**src/rtl/cordic_defs.sv**
```systemverilog
// Shared constants, state encoding and arctangent table for the CORDIC cores.
package cordic_defs;

    typedef enum logic [2:0] {
        ST_IDLE   = 3'd0,
        ST_REDUCE = 3'd1,
        ST_QUAD   = 3'd2,
        ST_ITER   = 3'd3,
        ST_FINISH = 3'd4
    } state_t;

    // Angles in Q16.16 degrees
    localparam logic signed [31:0] DEG_90  = 32'sh005A0000;
    localparam logic signed [31:0] DEG_180 = 32'sh00B40000;
    localparam logic signed [31:0] DEG_360 = 32'sh01680000;

    // Inverse CORDIC gain in Q2.30, preloaded into x so no post-scaling is needed
    localparam logic signed [31:0] K_INIT  = 32'sh26DD3B6A;

    localparam int ATAN_DEPTH = 30;

    // round(atan(2^-i) * 180/pi * 2^16); entries beyond 22 round to zero
    function automatic logic signed [31:0] atan_entry(input logic [4:0] idx);
        logic signed [31:0] val;
        case (idx)
            5'd0:    val = 32'sd2949120;
            5'd1:    val = 32'sd1740967;
            5'd2:    val = 32'sd919879;
            5'd3:    val = 32'sd466945;
            5'd4:    val = 32'sd234379;
            5'd5:    val = 32'sd117305;
            5'd6:    val = 32'sd58666;
            5'd7:    val = 32'sd29335;
            5'd8:    val = 32'sd14668;
            5'd9:    val = 32'sd7334;
            5'd10:   val = 32'sd3667;
            5'd11:   val = 32'sd1833;
            5'd12:   val = 32'sd917;
            5'd13:   val = 32'sd458;
            5'd14:   val = 32'sd229;
            5'd15:   val = 32'sd115;
            5'd16:   val = 32'sd57;
            5'd17:   val = 32'sd29;
            5'd18:   val = 32'sd14;
            5'd19:   val = 32'sd7;
            5'd20:   val = 32'sd4;
            5'd21:   val = 32'sd2;
            5'd22:   val = 32'sd1;
            default: val = 32'sd0;
        endcase
        return val;
    endfunction

endpackage

```
**src/rtl/cordic_atan_rom.sv**
```systemverilog
// Combinational arctangent lookup, indexed by micro-rotation number.
module cordic_atan_rom
    import cordic_defs::*;
(
    input  logic [4:0]         idx,
    output logic signed [31:0] atan_val
);

    // Pure table lookup; kept as its own block so a vectoring core can reuse it
    always_comb begin
        atan_val = atan_entry(idx);
    end

endmodule

```
**src/rtl/cordic_sincos_core.sv**
```systemverilog
// Iterative rotation-mode CORDIC: sine or cosine of a Q16.16 degree angle.
// One micro-rotation per clock after range reduction into [-90, 90] degrees.
//
// state     | meaning
// ----------+-----------------------------------------------------------
// ST_IDLE   | waiting for a start rising edge
// ST_REDUCE | fold z into [-180, 180) by one 360-degree step per cycle
// ST_QUAD   | fold z into [-90, 90], remember whether to negate, seed x/y
// ST_ITER   | one micro-rotation per cycle for ITERATIONS cycles
// ST_FINISH | select/negate result, round to Q16.16, pulse done
module cordic_sincos_core
    import cordic_defs::*;
#(
    parameter int ITERATIONS = 16,
    parameter int DATA_W     = 32,
    parameter int INT_FRAC   = 30
) (
    input  logic              aclk,
    input  logic              aresetn,
    input  logic              rst,
    input  logic [DATA_W-1:0] theta_deg,
    input  logic              mode,
    input  logic              start,
    output logic [DATA_W-1:0] result_out,
    output logic              done,
    output logic              busy
);

    localparam int                SHIFT  = INT_FRAC - 16;
    localparam logic signed [31:0] RND   = 32'sd1 <<< (SHIFT - 1);
    localparam logic [4:0]        I_LAST = 5'(ITERATIONS - 1);

    state_t             state;
    logic               start_q;
    logic signed [31:0] x;
    logic signed [31:0] y;
    logic signed [31:0] z;
    logic [4:0]         iter;
    logic               mode_r;
    logic               neg_r;

    logic signed [31:0] atan_val;
    logic signed [31:0] x_sh;
    logic signed [31:0] y_sh;
    logic signed [31:0] fin_v;
    logic signed [31:0] fin_rnd;
    logic               launch;
    logic               dir_pos;

    cordic_atan_rom u_atan_rom (
        .idx      (iter),
        .atan_val (atan_val)
    );

    assign launch  = start && !start_q && (state == ST_IDLE) && !rst;
    assign dir_pos = !z[31];
    assign x_sh    = x >>> iter;
    assign y_sh    = y >>> iter;

    // Final select, optional negation and round-half-up from Q2.30 to Q16.16
    always_comb begin
        fin_v = mode_r ? x : y;
        if (neg_r) begin
            fin_v = -fin_v;
        end
        fin_rnd = (fin_v + RND) >>> SHIFT;
    end

    // Edge-detect history keeps tracking start through soft reset and busy
    always_ff @(posedge aclk) begin
        if (!aresetn) begin
            start_q <= 1'b0;
        end else begin
            start_q <= start;
        end
    end

    // Main sequencer; soft reset aborts exactly like the hard reset
    always_ff @(posedge aclk) begin
        if (!aresetn || rst) begin
            state      <= ST_IDLE;
            x          <= '0;
            y          <= '0;
            z          <= '0;
            iter       <= '0;
            mode_r     <= 1'b0;
            neg_r      <= 1'b0;
            result_out <= '0;
            done       <= 1'b0;
            busy       <= 1'b0;
        end else begin
            done <= 1'b0;
            case (state)
                ST_IDLE: begin
                    if (launch) begin
                        z      <= theta_deg;
                        mode_r <= mode;
                        busy   <= 1'b1;
                        state  <= ST_REDUCE;
                    end
                end
                ST_REDUCE: begin
                    if (z >= DEG_180) begin
                        z <= z - DEG_360;
                    end else if (z < -DEG_180) begin
                        z <= z + DEG_360;
                    end else begin
                        state <= ST_QUAD;
                    end
                end
                ST_QUAD: begin
                    // Exactly +/-90 stays on the non-negated path
                    if (z > DEG_90) begin
                        z     <= z - DEG_180;
                        neg_r <= 1'b1;
                    end else if (z < -DEG_90) begin
                        z     <= z + DEG_180;
                        neg_r <= 1'b1;
                    end else begin
                        neg_r <= 1'b0;
                    end
                    x     <= K_INIT;
                    y     <= '0;
                    iter  <= '0;
                    state <= ST_ITER;
                end
                ST_ITER: begin
                    if (dir_pos) begin
                        x <= x - y_sh;
                        y <= y + x_sh;
                        z <= z - atan_val;
                    end else begin
                        x <= x + y_sh;
                        y <= y - x_sh;
                        z <= z + atan_val;
                    end
                    if (iter == I_LAST) begin
                        state <= ST_FINISH;
                    end else begin
                        iter <= iter + 5'd1;
                    end
                end
                ST_FINISH: begin
                    result_out <= fin_rnd[DATA_W-1:0];
                    done       <= 1'b1;
                    busy       <= 1'b0;
                    state      <= ST_IDLE;
                end
                default: begin
                    state <= ST_IDLE;
                end
            endcase
        end
    end

endmodule

```
**config.mk**
```make
export PLATFORM = sky130hd
export DESIGN_NAME = cordic_sincos_core
export DESIGN_NICKNAME = d
export VERILOG_FILES = /design/src/rtl/cordic_defs.sv /design/src/rtl/cordic_atan_rom.sv /design/src/rtl/cordic_sincos_core.sv
export SDC_FILE = /design/constraint.sdc
export NUM_CORES = 1
export LEC_CHECK = 0
export BUFFER_PORTS_ARGS = -buffer_cell sky130_fd_sc_hd__buf_2
export CORE_UTILIZATION = 38
export CTS_CLUSTER_DIAMETER = 60
export CTS_CLUSTER_SIZE = 20
export DETAILED_ROUTE_END_ITERATION = 8
export GPL_ROUTABILITY_DRIVEN = 0
export MAX_ROUTING_LAYER = met4
export PLACE_DENSITY = 0.58
export SETUP_SLACK_MARGIN = 0.05
export SKIP_CTS_REPAIR_TIMING = 1
export SYNTH_ARGS = -nofsm -noshare
export SYNTH_HDL_FRONTEND = slang
export SYNTH_SLANG_ARGS = --single-unit
export TNS_END_PERCENT = 30
```
**constraint.sdc**
```tcl
create_clock -name aclk -period 6.8 [get_ports aclk]
set_input_delay 0.68 -clock aclk [delete_from_list [all_inputs] [get_ports aclk]]
set_output_delay 0.68 -clock aclk [all_outputs]
set_load 0.05 [all_outputs]
```
## Yosys cells after proc, flatten, opt, wreduce, memory -nomap -nowiden

Memories as Yosys holds them, arrays and structs flattened. A register that Yosys moved wholly into a read port is not among the register bits.
Index checks and enable logic that the tools add are counted.

| storage, ports and cells | value |
|---|---|
| register bits after elaboration | 127 |
| bits in read-only memories | 704 |
| bits of input ports | 37 |
| output and inout bits | 34 |
| word-level logic and storage cells | 86 |
| memories | 1 |

Memories:

| memory | depth | bits a word | read ports | clocked after Yosys merged registers in | write ports | RTL line | text |
|---|---|---|---|---|---|---|---|
| (name not given) | 32 | 22 | 1 | 1 | 0 | cordic_defs.sv:25 | `case (idx)` |

| cells by class | value |
|---|---|
| add/subtract/negate cells | 13 |
| magnitude comparators | 4 |
| equality and inequality tests | 12 |
| shifts and indexed selects | 2 |
| multiplexer cells | 27 |
| reductions and logical operators | 16 |

Operator list:

| kind | count |
|---|---|
| 32-bit 2-to-1 mux | 10 |
| 32-bit case mux with 2 select lines | 2 |
| 32-bit case mux with 4 select lines | 1 |
| 32-bit adder | 3 |
| 32-bit subtractor | 3 |
| 32-bit by 5-bit >>> shifter with 32-bit output | 2 |
| 32-bit by 15-bit adder with 32-bit output (second input constant) | 1 |
| 32-bit by 25-bit adder with 32-bit output (second input constant) | 1 |
| 32-bit by 26-bit adder with 32-bit output (second input constant) | 1 |
| 32-bit by 25-bit >= comparator with 1-bit output (second input constant) | 1 |
| 32-bit by 24-bit > comparator with 1-bit output (second input constant) | 1 |
| 32-bit by 24-bit less-than comparator with 1-bit output (second input constant) | 1 |
| 32-bit by 25-bit less-than comparator with 1-bit output (second input constant) | 1 |
| 32-bit negation | 1 |
| 32-bit by 25-bit subtractor with 32-bit output (second input constant) | 1 |
| 32-bit by 26-bit subtractor with 32-bit output (second input constant) | 1 |
| 5-bit 2-to-1 mux | 3 |
| 3-bit 2-to-1 mux | 4 |
| 3-bit case mux with 4 select lines | 1 |
| 2-bit != test (second input constant) | 5 |
| 5-bit case mux with 2 select lines | 1 |
| 4-bit AND reduction | 2 |
| 3-bit by 2-bit == test with 1-bit output (second input constant) | 2 |
| 3-bit != test (second input constant) | 2 |
| 13 further kinds | 23 |

## Depth between registers and ports, before layout

Gate-level depths: netlist of the first run.

| depth | value |
|---|---|
| word-level depth | 6 |
| gate-level depth with buffers | 31 |
| mapped depth without buffers | 24 |

## By module

From an unflattened synthesis of the first run, not the netlist that was laid out.

| unflattened totals | value |
|---|---|
| cell total of the unflattened synthesis | 2461 |
| area total of the unflattened synthesis | 19600.0 um^2 |

Modules (own cells, without submodules):

| module | times used | cells each | area each (um^2) | sequential area each (um^2) |
|---|---|---|---|---|
| cordic_sincos_core | 1 | 2347 | 18873.1 | 2542.4 |
| cordic_atan_rom | 1 | 114 | 726.9 | 0.0 |

## Worst setup path after synthesis of the first run

OpenSTA, ideal clock, no wires.

| timing path | value |
|---|---|
| kind | register -> register |
| start | reg iter[1] |
| end | reg x[30] |
| setup time | 117 ps |
| arrival | 5691 ps |
| data required time | 6683 ps |
| slack | 993 ps |
| stages on the path, launching flop included | 28 |
| path buffers | 6 |
| period minus slack after synthesis | 5807 ps |
| cells stage by stage | dfxtp_1 -> buf_6 -> buf_8 -> buf_8 -> buf_8 -> buf_6 -> mux4_2 -> mux2_2 -> o21ai_0 -> nor2_1 -> nor2_1 -> ha_1 -> and3_1 -> clkbuf_1 -> a41oi_1 -> xnor2_1 -> ha_1 -> and4_1 -> and4_1 -> o311ai_0 -> a2111oi_0 -> nor2_1 -> o311ai_0 -> a21o_1 -> a21oi_1 -> o21ai_0 -> xor2_1 -> a22o_1 |

| between the ends | value |
|---|---|
| cells in the longest elaborated chain, start to end | 4 |
| elaborated cells on any way between the ends | 5 |
| classes of those cells | add/sub (2); shift (1); mux (2) |

RTL lines:

| what | RTL line | text |
|---|---|---|
| start: declaration | cordic_sincos_core.sv:38 | `logic [4:0] iter;` |
| start signal: assignment | cordic_sincos_core.sv:140 | `iter <= iter + 5'd1;` |
| 32-bit by 5-bit >>> shifter with 32-bit output (*) | cordic_sincos_core.sv:58 | `assign y_sh = y >>> iter;` |
| 32-bit subtractor / 32-bit adder (equally long branches) | cordic_sincos_core.sv:129, cordic_sincos_core.sv:133 |  |
| 32-bit 2-to-1 mux (*) | cordic_sincos_core.sv:128 | `if (dir_pos) begin` |
| 32-bit case mux with 2 select lines (*) | cordic_sincos_core.sv:93 | `case (state)` |
| end signal: assignment | cordic_sincos_core.sv:129 | `x <= x - y_sh;` |
| end signal: assignment | cordic_sincos_core.sv:133 | `x <= x + y_sh;` |
| end: declaration | cordic_sincos_core.sv:35 | `logic signed [31:0] x;` |

Every way passes the cells marked *; elsewhere a longest branch is shown, timed or not.
A chain may end at the register's enable or synchronous reset.

## Worst setup path in the final report of the first run

| timing path | value |
|---|---|
| start | reg iter[3] |
| end | reg y[31] |

| between the ends | value |
|---|---|
| cells in the longest elaborated chain, start to end | 4 |
| elaborated cells on any way between the ends | 5 |
| classes of those cells | add/sub (2); shift (1); mux (2) |

RTL lines:

| what | RTL line | text |
|---|---|---|
| 32-bit by 5-bit >>> shifter with 32-bit output (*) | cordic_sincos_core.sv:57 | `assign x_sh = x >>> iter;` |
| 32-bit adder / 32-bit subtractor (equally long branches) | cordic_sincos_core.sv:130, cordic_sincos_core.sv:134 |  |
| 32-bit 2-to-1 mux (*) | cordic_sincos_core.sv:128 |  |
| 32-bit case mux with 2 select lines (*) | cordic_sincos_core.sv:93 |  |
| end signal: assignment | cordic_sincos_core.sv:130 | `y <= y + x_sh;` |
| end signal: assignment | cordic_sincos_core.sv:134 | `y <= y - x_sh;` |
| end: declaration | cordic_sincos_core.sv:36 | `logic signed [31:0] y;` |

Marked as above.

==> results of run 1 <==
flip-flops by register name, summed over array words and instances, names as in the netlist:
| name | flops |
|---|---|
| busy | 1 |
| result_out | 18 |
| start_q | 1 |
| y | 32 |
| iter | 5 |
| neg_r | 1 |
| z | 32 |
| x | 32 |
| state | 3 |
| mode_r | 1 |
| done | 1 |
| u_atan_rom.atan_val | 22 |
how the worst min path moves through the flow:
stage          cells past startpoint             to          start  slack [ns]
2_1_floorplan                      2           y[0]           y[0]        0.46
3_3_place_gp                       2  result_out[2]  result_out[2]        0.44
3_5_place_dp                       2  result_out[7]  result_out[7]        0.45
4_1_cts                            2        start_q          start        0.36
5_1_grt                            2        start_q          start        0.39
6_report                           2        start_q          start        0.39
area by class of cell:
cell class | instances | area [µm²] | share of cell area (%)
Timing Repair Buffer | 141 | 932.1 | 4.438
Tap cell | 672 | 840.8 | 4.003
Inverter | 65 | 244.0 | 1.162
Clock inverter | 14 | 177.7 | 0.8459
Multi-Input combinational cell | 2069 | 15360 | 73.12
Clock buffer | 18 | 450.4 | 2.145
Sequential cell | 149 | 3000 | 14.29
synth_stat cells (all sizes together) (61+ instances only):
library cell / instances
inv: 61
mux4: 77
dfxtp: 149
xnor2: 122
nor2: 260
nand2: 195
ha: 127
a21oi: 217
o21ai: 131
xor2: 88
mux2i: 77
clkbuf: 105
buf: 74
metal layers:
| metal | track usage (%) | wire (µm) | vias to the layer above |
|---|---|---|---|
| li1 | - | - | 9134 |
| met1 | 35.83 | 30090 | 9461 |
| met2 | 39.92 | 30100 | 1011 |
| met3 | 6.462 | 6852 | 187 |
| met4 | 10.78 | 2642 | 0 |
| met5 | - | 0 | - |
power by group through the flow:
stage          Sequential [mW]  Combinational, mW  Clock (mW)
2_1_floorplan            0.909              0.303           0
3_3_place_gp             0.915              0.387           0
3_5_place_dp             0.915              0.393           0
4_1_cts                  0.895              0.395        1.08
5_1_grt                  0.897              0.441        1.10
6_report                 0.895              0.399        1.04
kinds of logic (layout without fill, tap and decap cells):
group	after synthesis	in the layout	share of synthesized area [%]
AO/OA/AOI/OAI	783	783	26.86
XOR/XNOR	210	210	9.446
adder cells (fa/ha/maj)	131	131	8.572
buffers and inverters	244	238	5.989
flip-flops	149	149	15.32
multiplexers	194	194	15.45
AND/OR/NAND/NOR	751	751	18.37
cell usage in the layout, fill, tap and decap left out, drive strengths merged, types with 14 or more instances in the layout:
| cell type | instances |
|---|---|
| or3 | 14 |
| o21bai | 22 |
| o21a | 22 |
| dfxtp | 149 |
| o21ai | 131 |
| a21oi | 217 |
| and3 | 28 |
| xor2 | 88 |
| buf | 141 |
| a31oi | 27 |
| nand3 | 36 |
| nor2 | 260 |
| nor3 | 53 |
| ha | 127 |
| clkbuf | 18 |
| mux2i | 77 |
| a211oi | 44 |
| nor4 | 14 |
| and2 | 23 |
| a22oi | 53 |
| o211ai | 28 |
| a22o | 19 |
| mux4 | 77 |
| nand4 | 15 |
| nor2b | 34 |
| xnor2 | 122 |
| o22ai | 27 |
| nand2 | 195 |
| a21o | 51 |
| nand2b | 30 |
| mux2 | 40 |
| inv | 69 |
per-stage QoR:
step,cells,util [%]
after floorplan,2462,-
after global placement,3095,40.38
after detailed placement,3095,40.38
after CTS,3127,41.62
after global routing,3128,41.69
final,3128,41.69
critical path: stages (launching register included):
cell	delay, ns
dfxtp_4	0.68
buf_12	0.30
mux2i_1	0.16
mux4_2	0.50
mux2i_1	0.63
a211oi_2	0.22
ha_1	0.32
nor2_1	0.03
a21oi_1	0.29
inv_1	0.08
ha_1	0.26
nor2b_1	0.14
o2111ai_1	0.38
nand4_1	0.23
a31o_2	0.33
a211oi_1	0.37
o21ai_0	0.27
a32o_1	0.37
o221ai_1	0.23
xnor2_1	0.25
a21oi_1	0.13
o22ai_1	0.15
==> flow_summary.toml, run 1 <==
[finish]
syn_to_final_growth_pct = 7.865
nNetsFinal = 2611
design_area_um2 = 21000
diodes = 0
fillers = 5086
drive_above_1_share_pct = 13.48

[yosys]
synth_warnings = 0
synth-edff-count = 0
ys_async_sr_fraction_pct = 0
syn_nets = 2630
synth_area_leader_cell = "dfxtp_1"
ys_ff_latch = 149
yosys.area.top_type_share_pct = 15.32
synth-main-ff-cell = "dfxtp_1"
synth.area.top_cells = "dfxtp_1 (15%), ha_1 (8.2%), mux4_2 (7.5%)"
yosysUniqueCellTypes = 101
syn_avg_cell_area_um2 = 7.909
ys_seq_area_share_pct = 15.32
syn_inst = 2462
synth_area_um2 = 19470

[floorplan]
die_h_um = 228.4
start_util_pct = 38.65
design.core.area_um2 = 50380
rows = 82
dieArea_um2 = 52150
die_x_um = 228.4
ioPinCount = 71

[grt]
grt_max_degree = 68
grt_overflow = 0
grt_pass1_vias = 18657
antenna_found_initial = 2
grt_util_all_layers_pct = 27.22
grt_first_pass_wirelength_um = 108800

[power_and_ir_drop]
p_per_area_nw_per_um2 = 111.4
power_switching_mw = 0.7459
pwr-share-seq_pct = 38.3
p_int_mw = 1.593
power_leakage_nw = 8.530
power.total_mw = 2.339
p_comb_share_pct = 17.1
ir_worst_vdd_mv = 0.1479
clkPwrFrac_pct = 44.7
switching_share_pct = 31.89

[setup_path]
cp-start-kind = "register"
cp-startpoint = "iter[3]"
ff2ff_path_depth = 21
crit_end = "y[31]"
cp.required_ns = 7.23
worstReg2RegEnd = "y[31]"
reg2reg_from = "iter[3]"
cp.arrival_ns = 6.85
path_max_fanout = 39
crit_type = "reg2reg"
end_kind = "register"
reg2reg_slack_ns = 0.37

[clock_tree]
cts_buffers = 17
cts_tree = "yes"
clock_sinks = 149
htreeDepth = 4
clock_latency_ns = 0.50
root_buffer = "clkbuf_16"
cts_buffer_depth = 2
path_clk_slew_ns = 0.07

[timing]
worstMarginPinSlew_ns = 0.9268
final.setup.tns_ns = 0
period_share_pct = 94.52
fin_crit_ns = 6.427
holdWs_ns = 0.3917
post-route-worst-setup-slack_ns = 0.3726
rsz0062_at_grt = "false"
max_slew_margin_pct = 37.99
hold_viol_final = 0
max_freq_mhz = 155.6
setup_viol = 0
finalMaxSlewViolations = 0
fin_skew_ns = 0.01412

[outcome]
status = "complete, no violations"

[routing]
routedWlPerCell_um = 22.28
ant_nets = 0
route.detailed.drc = 0
via_per_inst = 6.328
drtIter0Drc = 2281
vias = 19793
firstDrtPassIters = 8
totalWireLength_um = 69690

[placed_design]
port_buffers = 70
dp_slack_ns = 0.1851
placed_cell_area_um2 = 20340
dpl.hpwl_um = 51860

[run]
maxCapViolCount = 0

[hold_path]
min_path_type = "in2reg"
Power figures use the tool's default switching activity.
==> inputs of run 2 (changes only) <==
Settings changed: ABC_AREA from default to 1.
Clock period 6.8 ns to 8.1 ns, I/O delays scaled along.
==> flow_summary.toml, run 2 <==
[outcome]
status = "complete, no violations"

[floorplan]
dieArea_um2 = 52860
design.core.area_um2 = 51300
die_x_um = 229.9
start_util_pct = 38.48
die_h_um = 229.9
rows = 83
ioPinCount = 71

[power_and_ir_drop]
clkPwrFrac_pct = 43.7
p_int_mw = 1.256
p_comb_share_pct = 16.8
power_switching_mw = 0.6414
pwr-share-seq_pct = 39.6
switching_share_pct = 33.81
ir_worst_vdd_mv = 0.1424
power_leakage_nw = 10.70
p_per_area_nw_per_um2 = 90.75

[grt]
grt_first_pass_wirelength_um = 111500
grt_util_all_layers_pct = 27.29
grt_max_degree = 68
grt_pass1_vias = 20499
antenna_found_initial = 0
grt_overflow = 0

[timing]
worstMarginPinSlew_ns = 1.146
setup_viol = 0
max_freq_mhz = 171.7
rsz0062_at_grt = "false"
period_share_pct = 71.90
finalMaxSlewViolations = 0
max_slew_margin_pct = 23.52
fin_skew_ns = 0.01598
hold_viol_final = 0
final.setup.tns_ns = 0
holdWs_ns = 0.4481
fin_crit_ns = 5.824

[setup_path]
worstReg2RegEnd = "x[29]"
crit_end = "x[29]"
cp.depth = 31
cp.required_ns = 8.50
path_max_fanout = 67
cp_slowest_stage_delay_ns = 0.65
crit_type = "reg2reg"
path_buf_inv = 5
ff2ff_path_depth = 31
reg2reg_slack_ns = 2.28
cp-startpoint = "iter[0]"
cp_common_cell = "nand2_1"
crit_family = "simple AND/OR/NAND/NOR gates"
reg2reg_from = "iter[0]"
cp.arrival_ns = 6.22
cpMaxStageDelayCell = "inv_2"
end_kind = "register"
cp-start-kind = "register"

[finish]
syn_to_final_growth_pct = 5.907
nNetsFinal = 3607
final_cell_mix = "nand2_1 (985), nand3_1 (520), inv_1 (313), nor2_1 (278), a21oi_1 (278)"
fin_util_pct = 40.75
diodes = 0
layout_commonest_cell = "nand2_1"
fillers = 5793
multi_input_area_um2 = 14710
drive_above_1_share_pct = 6.952
design_area_um2 = 20910
regArea_um2 = 2989
largestRegisters = "x: 32 flops, y: 32 flops, z: 32 flops"

[routing]
route.detailed.drc = 0
vias = 22787
drtIter0Drc = 2267
routedWlPerCell_um = 17.11
via_per_inst = 5.515
firstDrtPassIters = 7
totalWireLength_um = 70680
ant_nets = 0

[yosys]
synth-edff-count = 0
yosys.area.top_type_share_pct = 18.75
syn_nets = 3646
ys_async_sr_fraction_pct = 0
synthMostInstantiatedCell = "nand2_1"
synth_warnings = 0
synth_area_leader_cell = "nand2_1"
synth.area.top_cells = "nand2_1 (19%), dfxtp_1 (15%), nand3_1 (13%)"
synth_common_cells = "nand2_1 (986), nand3_1 (520), inv_1 (316), a21oi_1 (278), nor2_1 (278)"
synth_area_um2 = 19740
ys_seq_area_share_pct = 15.11
syn_avg_cell_area_um2 = 5.675
synth-main-ff-cell = "dfxtp_1"
ys_ff_latch = 149
syn_inst = 3478
yosysUniqueCellTypes = 63

[clock_tree]
htreeDepth = 4
cts_buffer_depth = 2
clock_sinks = 149
cts_tree = "yes"
clock_latency_ns = 0.52
cts_buffers = 17
path_clk_slew_ns = 0.07
root_buffer = "clkbuf_16"

[placed_design]
port_buffers = 70
dpl.hpwl_um = 53160
placed_cell_area_um2 = 20330

[run]
maxCapViolCount = 0

[hold_path]
min_path_type = "reg2reg"
==> run 2: area by class of cell <==
cell class | count | area share (%)
clock inverter | 14 | 0.6644
multi-input combinational | 2844 | 70.37
timing repair buffer | 92 | 2.466
tap | 680 | 4.070
sequential | 149 | 14.30
inverter | 335 | 6.027
clock buffer | 18 | 2.101
==> run 2: routing by layer <==
metal	vias up	share of wire [%]	GRT usage (%)
li1	11583	-	-
met1	10211	47	37.16
met2	855	42	40.05
met3	138	7.8	4.030
met4	0	3.5	11.05
met5	-	0	-
==> run 2: logic make-up after synthesis <==
kind of cell	synth area share, %
AOI/OAI and AO/OA	18.07
xor gates and xnor gates	4.291
adders and majority gates	8.456
buffers and inverters	10.40
DFF	15.11
and+or+nand+nor	43.68
==> run 2: power groups by stage <==
stage / sequential (mW) / combinational (mW) / clock [mW]
2_1_floorplan: 0.762 / 0.230 / 0
6_report: 0.750 / 0.319 / 0.828
3_3_place_gp: 0.767 / 0.311 / 0
4_1_cts: 0.750 / 0.314 / 0.854
5_1_grt: 0.751 / 0.357 / 0.877
3_5_place_dp: 0.767 / 0.312 / 0
==> run 2: tightest hold or removal path, delay by kind of cell (launching register included) <==
kind / cells / cell delay (ns)
AND/OR/NAND/NOR: 2 / 0.10
flip-flops: 1 / 0.31
==> run 2: worst min path at each step <==
stage / startpoint / endpoint / slack [ns] / cells after the start
2_1_floorplan: z[15] / z[15] / 0.47 / 2
3_3_place_gp: result_out[15] / result_out[15] / 0.43 / 2
3_5_place_dp: result_out[8] / result_out[8] / 0.44 / 2
4_1_cts: result_out[16] / result_out[16] / 0.45 / 2
5_1_grt: result_out[14] / result_out[14] / 0.47 / 2
6_report: result_out[16] / result_out[16] / 0.45 / 2
==> run 2: stage by stage <==
| stage | total power, mW | cells | setup WS (ns) |
|---|---|---|---|
| after global placement | 1.078 | 4100 | 2.547 |
| after detailed placement | 1.079 | 4100 | 2.451 |
| after CTS | 1.917 | 4132 | 2.410 |
| after floorplan | 0.9920 | 3478 | 4.193 |
| after global routing | 1.986 | 4132 | 1.681 |
| final | 1.897 | 4132 | 2.276 |
